--- src/rtl/spi_slave.sv ---
// rtl/spi_slave.sv - SPI target, modes 0-3, byte handshake toward a register wrapper
// Optional LSB-first framing with lsb_first port when SPI_SLAVE_LSB_FIRST_EN is defined.
`timescale 1ns/1ps
module spi_slave #(
    parameter int          SYNC_STAGES  = 2,
    parameter logic [7:0]  TX_IDLE_BYTE = 8'hFF
) (
    input  logic       clk,
    input  logic       rst_n,
    input  logic       ss,
    input  logic       sck,
    input  logic       mosi,
    output logic       miso,
    output logic       miso_oe,
    input  logic       cpol,
    input  logic       cpha,
    input  logic       tx_data_valid,
    input  logic [7:0] tx_data,
    output logic       tx_ready,
    output logic       rx_data_valid,
    output logic [7:0] rx_data,
    output logic       rx_full,
    input  logic       rx_read,
    output logic       rx_overrun,
    output logic       tx_underrun,
    input  logic       err_clr,
`ifdef SPI_SLAVE_LSB_FIRST_EN
    input  logic       lsb_first,
`endif
    output logic       busy
);

    typedef enum logic {IDLE, ACTIVE} state_t;

    state_t                 state;
    logic [SYNC_STAGES-1:0] ss_sync;
    logic [SYNC_STAGES-1:0] sck_sync;
    logic [SYNC_STAGES-1:0] mosi_sync;
    logic                   sck_prev;
    logic                   cpol_l;
    logic                   cpha_l;
    logic                   lsb_l;
    logic [7:0]             tx_shift;
    logic [7:0]             rx_shift;
    logic [7:0]             tx_hold;
    logic                   tx_full;
    logic [2:0]             bit_cnt;

    logic       ss_s, sck_s, mosi_s;
    logic       sck_edge, lead_edge, trail_edge, sample_edge, shift_edge;
    logic       frame_start, byte_done, frame_load, tx_accept;
    logic [7:0] rx_next, tx_shifted, load_byte;

    // Synchronizers idle at ss=1, sck=cpol so reset never looks like an edge.
    always_ff @(posedge clk) begin
        if (!rst_n) begin
            ss_sync   <= '1;
            sck_sync  <= {SYNC_STAGES{cpol}};
            mosi_sync <= '0;
            sck_prev  <= cpol;
        end else begin
            ss_sync   <= {ss_sync[SYNC_STAGES-2:0], ss};
            sck_sync  <= {sck_sync[SYNC_STAGES-2:0], sck};
            mosi_sync <= {mosi_sync[SYNC_STAGES-2:0], mosi};
            sck_prev  <= sck_s;
        end
    end

    assign ss_s   = ss_sync[SYNC_STAGES-1];
    assign sck_s  = sck_sync[SYNC_STAGES-1];
    assign mosi_s = mosi_sync[SYNC_STAGES-1];

    assign sck_edge    = sck_s ^ sck_prev;
    assign lead_edge   = sck_edge & (sck_prev == cpol_l);
    assign trail_edge  = sck_edge & (sck_s == cpol_l);
    assign sample_edge = cpha_l ? trail_edge : lead_edge;
    assign shift_edge  = cpha_l ? lead_edge : trail_edge;

    assign rx_next    = lsb_l ? {mosi_s, rx_shift[7:1]} : {rx_shift[6:0], mosi_s};
    assign tx_shifted = lsb_l ? {1'b0, tx_shift[7:1]}   : {tx_shift[6:0], 1'b0};

    assign frame_start = (state == IDLE) && !ss_s;
    assign byte_done   = (state == ACTIVE) && !ss_s && sample_edge && (bit_cnt == 3'd7);
    assign frame_load  = frame_start || byte_done;
    assign tx_accept   = tx_data_valid && !tx_full;
    assign load_byte   = tx_full ? tx_hold : TX_IDLE_BYTE;

    assign tx_ready = !tx_full;
    assign miso_oe  = busy;
    assign miso     = lsb_l ? tx_shift[0] : tx_shift[7];

`ifdef SPI_SLAVE_LSB_FIRST_EN
    always_ff @(posedge clk) begin
        if (!rst_n)
            lsb_l <= 1'b0;
        else if (frame_start)
            lsb_l <= lsb_first;
    end
`else
    assign lsb_l = 1'b0;
`endif

    always_ff @(posedge clk) begin
        if (!rst_n) begin
            state         <= IDLE;
            busy          <= 1'b0;
            cpol_l        <= 1'b0;
            cpha_l        <= 1'b0;
            tx_shift      <= '0;
            rx_shift      <= '0;
            tx_hold       <= '0;
            tx_full       <= 1'b0;
            bit_cnt       <= '0;
            rx_data       <= '0;
            rx_data_valid <= 1'b0;
            rx_full       <= 1'b0;
            rx_overrun    <= 1'b0;
            tx_underrun   <= 1'b0;
        end else begin
            rx_data_valid <= 1'b0;
            if (rx_read)
                rx_full <= 1'b0;
            if (err_clr) begin
                rx_overrun  <= 1'b0;
                tx_underrun <= 1'b0;
            end
            if (tx_accept) begin
                tx_hold <= tx_data;
                tx_full <= 1'b1;
            end

            case (state)
                IDLE: begin
                    if (!ss_s) begin
                        state   <= ACTIVE;
                        busy    <= 1'b1;
                        cpol_l  <= cpol;
                        cpha_l  <= cpha;
                        bit_cnt <= '0;
                    end
                end
                ACTIVE: begin
                    // Deselect takes priority over any sck edge seen in the same cycle.
                    if (ss_s) begin
                        state    <= IDLE;
                        busy     <= 1'b0;
                        bit_cnt  <= '0;
                        rx_shift <= '0;
                    end else if (sample_edge) begin
                        rx_shift <= rx_next;
                        if (bit_cnt == 3'd7) begin
                            bit_cnt       <= '0;
                            rx_data       <= rx_next;
                            rx_data_valid <= 1'b1;
                            rx_full       <= 1'b1;
                            if (rx_full && !rx_read)
                                rx_overrun <= 1'b1;
                        end else begin
                            bit_cnt <= bit_cnt + 3'd1;
                        end
                    end else if (shift_edge && (bit_cnt != 3'd0)) begin
                        tx_shift <= tx_shifted;
                    end
                end
                default: state <= IDLE;
            endcase

            // A write landing on an empty-register load goes to the holding register.
            if (frame_load) begin
                tx_shift <= load_byte;
                if (tx_full)
                    tx_full <= 1'b0;
                else
                    tx_underrun <= 1'b1;
            end
        end
    end

endmodule

--- config.mk ---
export PLATFORM = sky130hd
export DESIGN_NAME = spi_slave
export DESIGN_NICKNAME = d
export VERILOG_FILES = /design/src/rtl/spi_slave.sv
export SDC_FILE = /design/constraint.sdc
export NUM_CORES = 1
export LEC_CHECK = 0
export ABC_CLOCK_PERIOD_IN_PS = 2800
export CAP_MARGIN = 20
export CORE_UTILIZATION = 30
export DETAILED_ROUTE_END_ITERATION = 16
export MAX_ROUTING_LAYER = met4
export PLACE_DENSITY_LB_ADDON = 0.15
export SLEW_MARGIN = 20
export SYNTH_ARGS = -nofsm -noshare
export SYNTH_HDL_FRONTEND = slang
export SYNTH_SLANG_ARGS = --single-unit
--- constraint.sdc ---
create_clock -name clk -period 2.8 [get_ports clk]
set_clock_uncertainty 0.1 [all_clocks]
set_input_delay 0.28 -clock clk [delete_from_list [all_inputs] [get_ports clk]]
set_output_delay 0.28 -clock clk [all_outputs]
set_load 0.03 [all_outputs]
==> impl_metrics.json <==
{
  "status": "finished, final reports clean",
  "yosysUniqueCellTypes": 33,
  "cts.clk_slew.worst_paths_ns": 0.10,
  "synth.net_count": 244,
  "rows": 30,
  "slew_headroom": 0.6035,
  "synth_seq_cells": 50,
  "overflow": 0,
  "drt-total-wl_um": 4272,
  "die_area_um2": 7439,
  "hold_viol": 0,
  "first_global_vias": 1454,
  "nFillCells": 721,
  "drive_above_1_share": 0.06349,
  "synthCells": 219,
  "hpwl_um": 2872,
  "fin_setup_tns_ns": 0,
  "syn_avg_cell_area_um2": 9.724,
  "period_minus_slack_ns": 2.211,
  "synth_top_area_frac": 0.4700,
  "syn_area_um2": 2130,
  "ys.flop_type": "dfxtp_1",
  "ant_nets": 0,
  "cts_resized": 0,
  "crit_fanout": 10,
  "firstDrtPassIters": 4,
  "design_area_um2": 2668,
  "core_area_um2": 6832,
  "pre_cts_ws_ns": 0.6122,
  "numCtsBuffers": 5,
  "cp.arrival_ns": 2.35,
  "synth_common_cells": "50 x dfxtp_1, 35 x nand2_1, 25 x nor2b_1",
  "drtIter0Drc": 106,
  "die_h_um": 86.25,
  "cts_tree": "yes",
  "slew_violations": 0,
  "finalCritPeriodShare": 0.7897,
  "post-place-cells": 340,
  "grt_antenna_before_repair": 0,
  "synth-edff-count": 0,
  "drc": 0,
  "power_per_cell_area_nw_per_um2": 521.5,
  "gp_congestion": 0.7667,
  "holdBufCountCts": 0,
  "grt_max_degree": 60,
  "leakagePower_uw": 0.0009439,
  "cts_max_path_buffers": 2,
  "syn_to_final_growth_pct": 25.26,
  "worst_pin_slew_ns": 0.5935,
  "fin_ws_ns": 0.5890,
  "vias": 1531,
  "synth_area_leaders": "dfxtp_1 47%, mux2i_1 9.9%, nor2b_1 7.3%, nand2_1 6.2%, ha_1 4.1%",
  "critPathMostFrequentCell": "ha_1",
  "placed_area_um2": 2550,
  "path_cells": "ha_1 > ha_1 > nand4b_1 > mux2i_2 > nor2_4 > a21oi_4 > mux2i_1",
  "routedWlPerCell_um": 12.28,
  "htreeDepth": 2,
  "async_flop_share": 0,
  "seq_area_frac_synth": 0.4700,
  "die_x_um": 86.25,
  "end_kind": "flop",
  "power_uw": 1391,
  "grt_setup_unrepaired": "no",
  "critPathSlowestCell": "mux2i_2",
  "nets": 276,
  "setup_viol": 0,
  "track_usage": 0.1305,
  "cts_setup_buffers": 0,
  "path_class": "flop to flop",
  "hold_class": "flop to flop",
  "ios": 34,
  "cp_data_required_time_ns": 2.94,
  "cts_root_buf": "clkbuf_8",
  "clock.fmax_ghz": 0.4523,
  "avgViaCountPerCell": 4.399,
  "port_buffers": 33,
  "vdd_drop_max_mv": 0.2147,
  "yosys_warnings": 0,
  "critical_path.startpoint_type": "flop",
  "grt_pass1_wl_um": 7369,
  "antenna_cells": 0,
  "clock-sinks": 50,
  "final_cells": 348,
  "slowest_delay_ns": 0.43,
  "insertion_delay_ns": 0.31,
  "start_util": 0.3117,
  "cap_viol_max_count": 0,
  "yosysTopAreaCell": "dfxtp_1",
  "post-synth-top-count-cell": "dfxtp_1"
}
## layout make-up
type	count	area, um2	area share
Tap cell	96	120.1	0.04503
Timing Repair Buffer	35	345.3	0.1295
Inverter	8	30.03	0.01126
Multi-Input combinational cell	151	1054	0.3949
Clock buffer	5	68.82	0.02580
Clock inverter	3	48.80	0.01829
Sequential cell	50	1001	0.3752
## metrics by stage
stage / hold slack, ns / util
global route: 0.3755 / 0.3905
global placement: 0.3124 / 0.3733
detailed placement: 0.2992 / 0.3733
finish: 0.3374 / 0.3905
CTS: 0.3357 / 0.3905
floorplan: 0.2815 / -
## power breakdown
part,leakage (uW),switching (uW),internal (uW)
Combinational,0.000481,58.7,58.3
Sequential,0.000407,13.4,729
Clock,0.0000563,259,272
Total,0.000944,331,1060
## worst paths after layout
| path | slack (ns) | depth (start not counted) | end | from |
|---|---|---|---|---|
| hold reg to reg | 0.34 | 1 | ss_sync[1]$_SDFF_PN1_ | ss_sync[0]$_SDFF_PN1_ |
| setup / recovery | 0.59 | 7 | tx_shift[6]$_SDFFE_PN0P_ | bit_cnt[0]$_SDFFE_PN0P_ |
| hold / removal | 0.34 | 1 | ss_sync[1]$_SDFF_PN1_ | ss_sync[0]$_SDFF_PN1_ |
| setup reg to reg | 0.59 | 7 | tx_shift[6]$_SDFFE_PN0P_ | bit_cnt[0]$_SDFFE_PN0P_ |
## worst max-delay path: cells and delay by family, from the launching register on
| kind | cells | cell delay, ns |
|---|---|---|
| compound gates | 1 | 0.34 |
| fa+ha+maj | 2 | 0.39 |
| flops | 1 | 0.38 |
| mux | 2 | 0.66 |
| simple gates | 2 | 0.26 |
## sequential cells by signal, summed over array words and instances (netlist names), 2 cells and up
signal     cells
bit_cnt        3
mosi_sync      2
rx_data        8
rx_shift       7
sck_sync       2
ss_sync        2
tx_hold        8
tx_shift       8
## routing by layer
layer  routed length (um)  up-vias  track usage
met1                 2227      684       0.1877
met2                 1789       29       0.1724
met4                   62        0      0.04545
met3                  192        7      0.03619
li1                     -      811            -
met5                    0        -            -
## cell usage in the layout, fill, tap and decap left out, types with 2 or more instances in the layout
| cell type | count |
|---|---|
| and2_1 | 7 |
| clkbuf_8 | 5 |
| a21boi_0 | 9 |
| nand4b_1 | 3 |
| nor2b_1 | 25 |
| clkdlybuf4s50_1 | 33 |
| mux2i_1 | 21 |
| inv_1 | 7 |
| o311ai_0 | 7 |
| a21oi_1 | 2 |
| ha_1 | 7 |
| or3_1 | 7 |
| nand2_1 | 35 |
| dfxtp_1 | 50 |
| nand2b_1 | 4 |
| a22oi_1 | 7 |
| buf_4 | 2 |
| nand3_1 | 2 |
## cells by family after synthesis
family	Yosys count	share of synthesized area
AOI/OAI and AO/OA	33	0.1216
and+or+nand+nor	87	0.2186
adders and majority gates	7	0.04113
xor gates and xnor gates	2	0.008227
buffers and inverters	18	0.03525
muxes	22	0.1052
DFF	50	0.4700
No activity file was read; power rests on OpenSTA's default activity.
